$ cat config.mk
export PLATFORM = sky130hd
export DESIGN_NAME = match_scorekeeper
export DESIGN_NICKNAME = d
export VERILOG_FILES = /design/src/rtl/match_pkg.sv /design/src/rtl/match_scorekeeper_hold_timer.sv /design/src/rtl/match_scorekeeper.sv
export SDC_FILE = /design/constraint.sdc
export NUM_CORES = 1
export LEC_CHECK = 0
export BUFFER_PORTS_ARGS = -buffer_cell sky130_fd_sc_hd__buf_2
export CAP_MARGIN = 20
export CELL_PAD_IN_SITES_DETAIL_PLACEMENT = 1
export CELL_PAD_IN_SITES_GLOBAL_PLACEMENT = 1
export CORE_ASPECT_RATIO = 0.75
export CORE_MARGIN = 2
export CORE_UTILIZATION = 40
export CTS_CLUSTER_SIZE = 8
export DETAILED_ROUTE_END_ITERATION = 8
export PLACE_DENSITY_LB_ADDON = 0.1
export SLEW_MARGIN = 15
export SYNTH_ARGS = -nofsm -noshare
export SYNTH_HDL_FRONTEND = slang
export SYNTH_SLANG_ARGS = --single-unit
$ cat constraint.sdc
create_clock -name clk -period 2.8 [get_ports clk]
set_input_delay 0.28 -clock clk [delete_from_list [all_inputs] [get_ports clk]]
set_output_delay 0.28 -clock clk [all_outputs]
set_load 0.005 [all_outputs]
$ cat src/rtl/match_pkg.sv
// Shared definitions for the match scorekeeper and the round-arbiter bench:
// scorekeeper state encoding, default match constants and a timer sizing helper.
package match_pkg;

   typedef enum logic [2:0] {
      WAIT    = 3'd0,
      HOLD    = 3'd1,
      CLEAR   = 3'd2,
      RELEASE = 3'd3,
      DONE    = 3'd4
   } state_t;

   localparam int SCORE_W_DEF     = 4;
   localparam int WIN_SCORE_DEF   = 5;
   localparam int HOLD_CYCLES_DEF = 50;

   // Counter width for a timer that must hold cycles-1; never narrower than 1 bit.
   function automatic int timer_width(input int cycles);
      return (cycles > 1) ? $clog2(cycles) : 1;
   endfunction

endpackage

$ cat src/rtl/match_scorekeeper_hold_timer.sv
// hold_timer: loadable down-counter used to time the result display window.
// load restarts the count at LOAD_VAL, en counts down, and the count stops at 0.
// zero is high whenever the count is 0.
module hold_timer
   import match_pkg::*;
#(
   parameter int WIDTH    = 6,
   parameter int LOAD_VAL = 49
) (
   input  logic clk,
   input  logic rst,
   input  logic load,
   input  logic en,
   output logic zero
);

   localparam logic [WIDTH-1:0] LOAD_V = WIDTH'(LOAD_VAL);
   localparam logic [WIDTH-1:0] ONE    = WIDTH'(1);

   logic [WIDTH-1:0] count_reg;

   // Load has priority over counting; the count stops at zero.
   always_ff @(posedge clk) begin
      if (rst) begin
         count_reg <= '0;
      end else if (load) begin
         count_reg <= LOAD_V;
      end else if (en && (count_reg != '0)) begin
         count_reg <= count_reg - ONE;
      end
   end

   assign zero = (count_reg == '0);

endmodule

$ cat src/rtl/match_scorekeeper.sv
// match_scorekeeper: consumes decided rounds from the two-button arbiter,
// keeps both scores, declares the match winner, and holds each result for
// HOLD_CYCLES before pulsing clr to re-arm the arbiter.
// Optional build macro: WIN_BY_TWO_EN enables win-by-two with deuce.
module match_scorekeeper
   import match_pkg::*;
#(
   parameter int SCORE_W     = SCORE_W_DEF,
   parameter int WIN_SCORE   = WIN_SCORE_DEF,
   parameter int HOLD_CYCLES = HOLD_CYCLES_DEF
) (
   input  logic               clk,
   input  logic               rst,
   input  logic               winrnd,
   input  logic               right,
   input  logic               tie,
   output logic               clr,
   output logic [SCORE_W-1:0] score_l,
   output logic [SCORE_W-1:0] score_r,
   output logic               match_over,
   output logic               winner_right
);

   localparam int                 TIMER_W = timer_width(HOLD_CYCLES);
   localparam logic [SCORE_W-1:0] WIN_S   = SCORE_W'(WIN_SCORE);
   localparam logic [SCORE_W-1:0] ONE_S   = SCORE_W'(1);

   state_t             state_reg, state_next;
   logic [SCORE_W-1:0] score_l_reg, score_l_next;
   logic [SCORE_W-1:0] score_r_reg, score_r_next;
   logic               winner_right_reg, winner_right_next;

   logic [SCORE_W-1:0] round_l, round_r;
   logic               win_l, win_r;
   logic               timer_load, timer_en, timer_zero;

   hold_timer #(
      .WIDTH    (TIMER_W),
      .LOAD_VAL (HOLD_CYCLES - 1)
   ) u_hold_timer (
      .clk  (clk),
      .rst  (rst),
      .load (timer_load),
      .en   (timer_en),
      .zero (timer_zero)
   );

   // Candidate scores if the round currently presented were scored now.
   always_comb begin
      round_l = score_l_reg;
      round_r = score_r_reg;
      if (!tie) begin
         if (right) begin
            round_r = score_r_reg + ONE_S;
         end else begin
            round_l = score_l_reg + ONE_S;
         end
      end
`ifdef WIN_BY_TWO_EN
      // A point that levels the scores at or above WIN_SCORE drops both to deuce.
      if (!tie && (round_l == round_r) && (round_l >= WIN_S)) begin
         round_l = WIN_S - ONE_S;
         round_r = WIN_S - ONE_S;
      end
`endif
   end

   // Match decision evaluated on the already-updated registered scores.
`ifdef WIN_BY_TWO_EN
   logic [SCORE_W:0] ext_l, ext_r;
   assign ext_l = {1'b0, score_l_reg};
   assign ext_r = {1'b0, score_r_reg};
   assign win_l = (score_l_reg >= WIN_S) && (ext_l >= ext_r + (SCORE_W+1)'(2));
   assign win_r = (score_r_reg >= WIN_S) && (ext_r >= ext_l + (SCORE_W+1)'(2));
`else
   assign win_l = (score_l_reg >= WIN_S);
   assign win_r = (score_r_reg >= WIN_S);
`endif

   // State and score registers; reset returns everything to a fresh match.
   always_ff @(posedge clk) begin
      if (rst) begin
         state_reg        <= WAIT;
         score_l_reg      <= '0;
         score_r_reg      <= '0;
         winner_right_reg <= 1'b0;
      end else begin
         state_reg        <= state_next;
         score_l_reg      <= score_l_next;
         score_r_reg      <= score_r_next;
         winner_right_reg <= winner_right_next;
      end
   end

   // Next-state, score update and output decode.
   always_comb begin
      state_next        = state_reg;
      score_l_next      = score_l_reg;
      score_r_next      = score_r_reg;
      winner_right_next = winner_right_reg;
      timer_load        = 1'b0;
      timer_en          = 1'b0;
      clr               = 1'b0;
      match_over        = 1'b0;
      case (state_reg)
         WAIT: begin
            if (winrnd) begin
               state_next   = HOLD;
               score_l_next = round_l;
               score_r_next = round_r;
               timer_load   = 1'b1;
            end
         end
         HOLD: begin
            timer_en = 1'b1;
            if (timer_zero) begin
               if (win_l || win_r) begin
                  state_next        = DONE;
                  winner_right_next = win_r;
               end else begin
                  state_next = CLEAR;
               end
            end
         end
         CLEAR: begin
            clr        = 1'b1;
            state_next = RELEASE;
         end
         RELEASE: begin
            // A round still asserted here was already scored; wait for it to drop.
            if (!winrnd) begin
               state_next = WAIT;
            end
         end
         DONE: begin
            clr        = 1'b1;
            match_over = 1'b1;
         end
         default: begin
            state_next = WAIT;
         end
      endcase
   end

   assign score_l      = score_l_reg;
   assign score_r      = score_r_reg;
   assign winner_right = winner_right_reg;

endmodule

==> flow_metrics.py, run 1 <==
metrics = {
    "status": {
        "status": "complete, no violations",
    },
    "logic_synthesis": {
        "yosys.cell_types.count": 34,
        "synth-edff-count": 0,
        "yosys_most_used_dff": "sky130_fd_sc_hd__dfxtp_1",
        "synth_cells": 116,
        "synth-warning-count": 0,
        "synth.cell_area_sq_um": 1030,
        "synth-seq-area-share": 0.351,
        "syn_nets": 129,
        "post_synth.cell_area_avg_sq_um": 8.84,
        "seq_cells_post_synth": 18,
        "synth_async_sr_flop_share": 0,
    },
    "layout": {
        "drive_above_1_share": 0.192,
        "layout.nets": 144,
        "antennaDiodeCount": 0,
        "layout.filler_cells": 309,
        "flip_flop_count_of_the_largest_register_all_copies_and_words_added": 6,
        "finalInstanceArea_sq_um": 1130,
        "layout-area-overhead-vs-synth_pct": 10.2,
    },
    "clocking": {
        "cts.repair.resized": 0,
        "clk-insertion-delay-late_ns": 0.31,
        "tritoncts": "done",
        "cts_hold_buffers": 0,
        "worst_setup_hold_path_clk_slew_ns": 0.12,
        "clock-sinks": 18,
        "cts-htree-levels": 1,
        "post_cts_buffers": 0,
        "cts-buffers-inserted": 3,
        "root_buffer": "sky130_fd_sc_hd__clkbuf_4",
        "ctsLongestPathBuffers": 2,
    },
    "global_routing": {
        "grt_antenna_before_repair": 0,
        "total_global_route_track_usage": 0.169,
        "grt_start_max_net_pins": 17,
        "global_route_wire_length_before_repair_mm": 3.73,
        "globalRouteOverflowTotal": 0,
        "first_global_vias": 806,
    },
    "sta": {
        "setup_viol_count_final": 0,
        "fin_crit_ns": 1.93,
        "tns_ns": 0,
        "final.period_utilization": 0.690,
        "worst_max_slew_margin_expressed_relative_to_the_limit": 0.414,
        "rsz0062_at_grt": "no",
        "timing_max_transition_violations_final": 0,
        "max_clock_freq_mhz": 518,
        "hold_violations": 0,
        "tightest_slew_ns": 0.876,
        "finClkSkew_ns": 0.0116,
    },
    "placement": {
        "place_congestion": 0.730,
        "hpwl_mm": 1.68,
        "port_buffers": 15,
        "placed_area_sq_um": 1090,
    },
    "routing": {
        "route.detailed.vias_per_inst": 5.03,
        "route.vias.total": 825,
        "ant_nets": 0,
        "final_routed_wire_length_divided_by_cell_count_um": 13.9,
        "drtIter0Drc": 42,
        "firstDrtPassIters": 4,
        "wirelength_mm": 2.28,
        "post-route-drc-count": 0,
    },
    "job": {
        "timing.max_cap.violations": 0,
    },
    "worst_hold_path": {
        "worstHoldPathCells": 2,
        "worst_hold_path_type": "input port to flip-flop",
        "hold_path.startpoint": "winrnd",
        "capture_endpoint_of_the_worst_hold_path": "state_reg[0]$_SDFFE_PP0P_",
    },
    "worst_setup_path": {
        "crit_required_ns": 3.00,
        "arrival_time_of_data_at_the_critical_path_endpoint_ns": 2.14,
        "worst_r2r_path_depth": 6,
        "worst-path-max-fanout": 5,
        "r2r_setup_slack_ns": 0.87,
        "path_class": "flip-flop to flip-flop",
        "timing.rr.end": "winner_right$_SDFFE_PP0P_",
        "end_kind": "flip-flop",
        "rr_startpoint": "u_hold_timer.count_reg[0]$_SDFFE_PP0P_",
        "worstSetupStartpointType": "flip-flop",
    },
    "pwr": {
        "power.density_cell_area_nw_per_um2": 634,
        "power.share.sequential": 0.460,
        "internal_power_uw": 469,
        "total_leakage_power_uw": 0.000488,
        "total_switching_power_uw": 248,
        "irDropWorstVdd_mv": 0.318,
        "power_frac_clock": 0.236,
        "comb_power_share": 0.304,
        "sw_frac_of_total": 0.346,
    },
    "floorplan": {
        "core-area_sq_um": 2360,
        "die_y_um": 47.9,
        "initial_cell_density_of_the_core": 0.434,
        "num_io_pins": 16,
        "placement_rows": 15,
        "die_area_sq_um": 2990,
        "die-width_um": 62.5,
    },
}
[worst max-delay path: stages (launching register included)]
cell and delay, ns:
sky130_fd_sc_hd__dfxtp_1 0.36, sky130_fd_sc_hd__inv_1 0.10, sky130_fd_sc_hd__ha_1 0.19, sky130_fd_sc_hd__or4b_4 0.51
sky130_fd_sc_hd__or3_4 0.36, sky130_fd_sc_hd__o21ai_0 0.22, sky130_fd_sc_hd__a21oi_1 0.09
[placed cells by master (no fill, tap or decap), types with 2 or more instances in the layout]
master                     count
sky130_fd_sc_hd__nor2b_1       2
sky130_fd_sc_hd__ha_1          8
sky130_fd_sc_hd__nand2_1       5
sky130_fd_sc_hd__o211ai_1      2
sky130_fd_sc_hd__and3_1        2
sky130_fd_sc_hd__xor2_1        6
sky130_fd_sc_hd__nand2b_1      4
sky130_fd_sc_hd__nor3_1        3
sky130_fd_sc_hd__o21ai_0       2
sky130_fd_sc_hd__buf_2        15
sky130_fd_sc_hd__nor3b_1       2
sky130_fd_sc_hd__inv_1         7
sky130_fd_sc_hd__a21oi_1      10
sky130_fd_sc_hd__mux2i_1       2
sky130_fd_sc_hd__clkbuf_4      3
sky130_fd_sc_hd__xnor2_1       4
sky130_fd_sc_hd__nand3_1       8
sky130_fd_sc_hd__nor2_1       14
sky130_fd_sc_hd__dfxtp_1      18
[per-layer routing]
layer	track usage	up-vias	part of all wire
met3	0.0518	4	0.047
met1	0.204	382	0.49
met5	0	-	0
li1	-	423	-
met2	0.303	16	0.45
met4	0.0533	0	0.012
[worst max path at each step]
stage	from	endpoint	slack (ns)	depth (start not counted)
after floorplan	u_hold_timer.count_reg[0]$_SDFFE_PP0P_	winner_right$_SDFFE_PP0P_	1.03	6
after global placement	u_hold_timer.count_reg[0]$_SDFFE_PP0P_	winner_right$_SDFFE_PP0P_	0.99	6
after detailed placement	u_hold_timer.count_reg[0]$_SDFFE_PP0P_	winner_right$_SDFFE_PP0P_	0.89	6
after CTS	u_hold_timer.count_reg[0]$_SDFFE_PP0P_	winner_right$_SDFFE_PP0P_	0.88	6
after global routing	u_hold_timer.count_reg[0]$_SDFFE_PP0P_	winner_right$_SDFFE_PP0P_	0.79	6
final	u_hold_timer.count_reg[0]$_SDFFE_PP0P_	winner_right$_SDFFE_PP0P_	0.87	6
[Yosys cell counts, types with 2 or more instances]
| cell | n | area, sq um |
|---|---|---|
| sky130_fd_sc_hd__dfxtp_1 | 18 | 360 |
| sky130_fd_sc_hd__nor2_1 | 14 | 52.6 |
| sky130_fd_sc_hd__a21oi_1 | 10 | 50.1 |
| sky130_fd_sc_hd__ha_1 | 8 | 100 |
| sky130_fd_sc_hd__nand3_1 | 8 | 40.0 |
| sky130_fd_sc_hd__inv_1 | 7 | 26.3 |
| sky130_fd_sc_hd__xor2_1 | 6 | 52.6 |
| sky130_fd_sc_hd__nand2_1 | 5 | 18.8 |
| sky130_fd_sc_hd__nand2b_1 | 4 | 25.0 |
| sky130_fd_sc_hd__xnor2_1 | 4 | 35.0 |
| sky130_fd_sc_hd__nor3_1 | 3 | 15.0 |
| sky130_fd_sc_hd__and3_1 | 2 | 12.5 |
| sky130_fd_sc_hd__mux2i_1 | 2 | 20.0 |
| sky130_fd_sc_hd__nor2b_1 | 2 | 12.5 |
| sky130_fd_sc_hd__nor3b_1 | 2 | 15.0 |
| sky130_fd_sc_hd__o211ai_1 | 2 | 15.0 |
| sky130_fd_sc_hd__o21ai_0 | 2 | 10.0 |
[power groups by stage]
stage                     clock network, uW  logic (uW)  registers (uW)
after floorplan                           0         202             309
after global placement                    0         211             331
after detailed placement                  0         217             335
after CTS                               176         220             329
after global routing                    189         245             336
final                                   169         218             330
[layout make-up]
type	count	area [sq um]	share of cell area
timing repair buffer	15	75.1	0.0664
inverter	7	26.3	0.0232
tap	34	42.5	0.0376
multi-input combinational	86	591	0.522
clock buffer	4	36.3	0.0321
sequential	18	360	0.319
[logic make-up after synthesis]
group	share of synthesized area
DFF	0.351
and+or+nand+nor	0.259
buffers and inverters	0.0732
muxes	0.0195
AOI/OAI and AO/OA	0.115
xor gates and xnor gates	0.0854
adders and majority gates	0.0976
[per-stage QoR]
step / setup WS [ns] / std cells / utilization / total power (uW) / hold WS (ns)
2_1_floorplan: 1.03 / 116 / - / 510 / 0.349
3_3_place_gp: 0.988 / 160 / 0.463 / 542 / 0.471
3_5_place_dp: 0.892 / 160 / 0.463 / 552 / 0.508
4_1_cts: 0.879 / 164 / 0.478 / 725 / 0.268
5_1_grt: 0.795 / 164 / 0.478 / 770 / 0.255
6_report: 0.868 / 164 / 0.478 / 718 / 0.270
Power figures use the tool's default switching activity.
==> run 2: changes to the inputs <==
CORE_UTILIZATION = 37   (was 40)
clock period = 1.75 ns   (was 2.8 ns; I/O delays follow)
==> run 2 against run 1 <==
  * The flow now finishes with violations (setup timing)
  * Cell area is 11% higher
  * Worst hold slack worse by 0.066 ns
  * Sequential share of layout area decreased by 2.7 points
  * Wire length is essentially flat
  * Clock-buffer cell count down 1
  * Critical path depth is the same
  * Clock skew shrank 0.0056 ns
  * Die area is 7.5% higher
  * Fmax increased by 9.7%
  * Global-route usage is 0.33 points lower
  * Setup slack got worse by 0.88 ns
  * Clock power grew 75%
  * Critical endpoint unchanged
  * Highest routed layer unchanged
==> flow_metrics.py, run 2 (synthesis gave the netlist of run 1 again) <==
metrics = {
    "clocking": {
        "clock-sinks": 18,
        "cts-htree-levels": 1,
        "ctsLongestPathBuffers": 2,
        "tritoncts": "done",
        "root_buffer": "sky130_fd_sc_hd__clkbuf_8",
        "cts-buffers-inserted": 3,
        "clk-insertion-delay-late_ns": 0.26,
        "cts_hold_buffers": 0,
        "worst_setup_hold_path_clk_slew_ns": 0.07,
    },
    "layout": {
        "footprint_of_the_multi_input_gates_sq_um": 618,
        "layout.area.seq_sq_um": 365,
        "layout.filler_cells": 334,
        "leading_cell_type_in_the_layout_fill_and_taps_excluded": "sky130_fd_sc_hd__dfxtp_1",
        "drive_above_1_share": 0.295,
        "layout.nets": 154,
        "antennaDiodeCount": 0,
        "layoutNonFillerInstCount": 175,
        "layout.cells.most_common_list": "sky130_fd_sc_hd__dfxtp_1 (16), sky130_fd_sc_hd__buf_2 (15), sky130_fd_sc_hd__nor2_1 (14), sky130_fd_sc_hd__a21oi_1 (10), sky130_fd_sc_hd__buf_4 (9)",
        "layout-area-overhead-vs-synth_pct": 22.1,
        "flip_flop_count_of_the_largest_register_all_copies_and_words_added": 6,
    },
    "worst_setup_path": {
        "rr_startpoint": "u_hold_timer.count_reg[0]$_SDFFE_PP0P_",
        "timing.critical_path.cells": "inv_4 > ha_4 > or4b_4 > or3_4 > or2_0 > a21oi_1",
        "end_kind": "flip-flop",
        "r2r_setup_slack_ns": -0.01,
        "worstSetupStartpointType": "flip-flop",
        "critPathSlowestCell": "sky130_fd_sc_hd__or4b_4",
        "crit_required_ns": 1.94,
        "critical_path.startpoint": "u_hold_timer.count_reg[0]$_SDFFE_PP0P_",
        "arrival_time_of_data_at_the_critical_path_endpoint_ns": 1.96,
        "worst-path-max-fanout": 4,
        "worst_path_largest_cell_delay_ns": 0.46,
        "path_class": "flip-flop to flip-flop",
    },
    "pwr": {
        "irDropWorstVdd_mv": 0.562,
        "total_leakage_power_uw": 0.000547,
        "power.density_cell_area_nw_per_um2": 1050,
    },
    "routing": {
        "post-route-drc-count": 0,
        "ant_nets": 0,
        "route.vias.total": 854,
        "final_routed_wire_length_divided_by_cell_count_um": 13.1,
        "drtIter0Drc": 34,
        "wirelength_mm": 2.29,
        "firstDrtPassIters": 3,
        "route.detailed.vias_per_inst": 4.88,
    },
    "floorplan": {
        "placement_rows": 16,
        "core-area_sq_um": 2620,
        "die_area_sq_um": 3210,
        "die-width_um": 64.8,
        "die_y_um": 49.6,
        "num_io_pins": 16,
        "initial_cell_density_of_the_core": 0.391,
    },
    "sta": {
        "hold_violations": 0,
        "timing_max_transition_violations_final": 0,
        "finClkSkew_ns": 0.00594,
        "tightest_slew_ns": 0.513,
        "max_clock_freq_mhz": 568,
        "worst_max_slew_margin_expressed_relative_to_the_limit": 0.657,
        "rsz0062_at_grt": "yes",
        "final_critical_path_setup_slack_ns": -0.0116,
        "tns_ns": -0.0116,
        "fin_crit_ns": 1.76,
        "final.period_utilization": 1.01,
        "setup_viol_count_final": 1,
    },
    "global_routing": {
        "grt_antenna_before_repair": 0,
        "first_global_vias": 898,
        "grt_util_met1": 0.199,
        "grtUsageMet3": 0.0639,
        "grt.busiest_layer": "met2",
        "global_route_wire_length_before_repair_mm": 3.99,
        "grt_util_met2": 0.263,
        "grt_start_max_net_pins": 17,
        "globalRouteOverflowTotal": 0,
        "total_global_route_track_usage": 0.166,
    },
    "worst_hold_path": {
        "hold_path.startpoint": "winrnd",
        "worst_hold_path_type": "input port to flip-flop",
    },
    "status": {
        "status": "finished with violations",
        "failing_checks": "setup timing",
    },
    "placement": {
        "place_congestion": 0.765,
        "port_buffers": 15,
        "placed_cells": 169,
        "hpwl_mm": 1.72,
    },
    "job": {
        "timing.max_cap.violations": 0,
    },
}
-- run 2: worst paths after layout --
path | end | cells after the start
hold / removal | state_reg[0]$_SDFFE_PP0P_ | 2
setup / recovery | winner_right$_SDFFE_PP0P_ | 6
hold reg to reg | winner_right$_SDFFE_PP0P_ | 2
setup reg to reg | winner_right$_SDFFE_PP0P_ | 6
-- run 2: critical path, delay by kind of cell (launching register included) --
family / cells / cell delay [ns]
AO/OA/AOI/OAI: 1 / 0.13
flip-flops: 1 / 0.36
adder cells (fa/ha/maj): 1 / 0.12
buffers and inverters: 1 / 0.06
AND/OR/NAND/NOR: 3 / 1.03
-- run 2: layout make-up --
type	count	share of cell area
multi-input combinational	86	0.494
tap	36	0.0360
sequential	18	0.292
inverter	7	0.0230
timing repair buffer	25	0.123
clock buffer	3	0.0330
-- run 2: metrics by stage --
stage | util | setup WS (ns) | total power (uW) | hold slack (ns) | cell area (sq um)
CTS | 0.466 | -0.0115 | 1280 | 0.211 | 1220
detailed placement | 0.444 | -0.0581 | 958 | 0.477 | 1160
floorplan | - | -0.00231 | 834 | 0.244 | 1040
finish | 0.478 | -0.0116 | 1320 | 0.205 | 1250
global placement | 0.444 | -0.00112 | 941 | 0.463 | 1160
global route | 0.478 | -0.0806 | 1430 | 0.220 | 1250
-- run 2: layer usage --
layer,wire [um],vias up
met4,45,0
met5,0,-
li1,-,443
met1,1110,394
met3,101,5
met2,1030,12
-- run 2: timing repair --
item,in CTS,in global routing
buffers inserted,2,1
endpoints found under the hold margin,0,0
gates resized for setup,0,6
setup endpoints to repair,1,7
pin swaps,2,4
-- run 2: power by group --
part	switching (uW)	total [uW]	internal [uW]
clock network	142	296	153
registers	59.7	520	461
logic	229	502	273
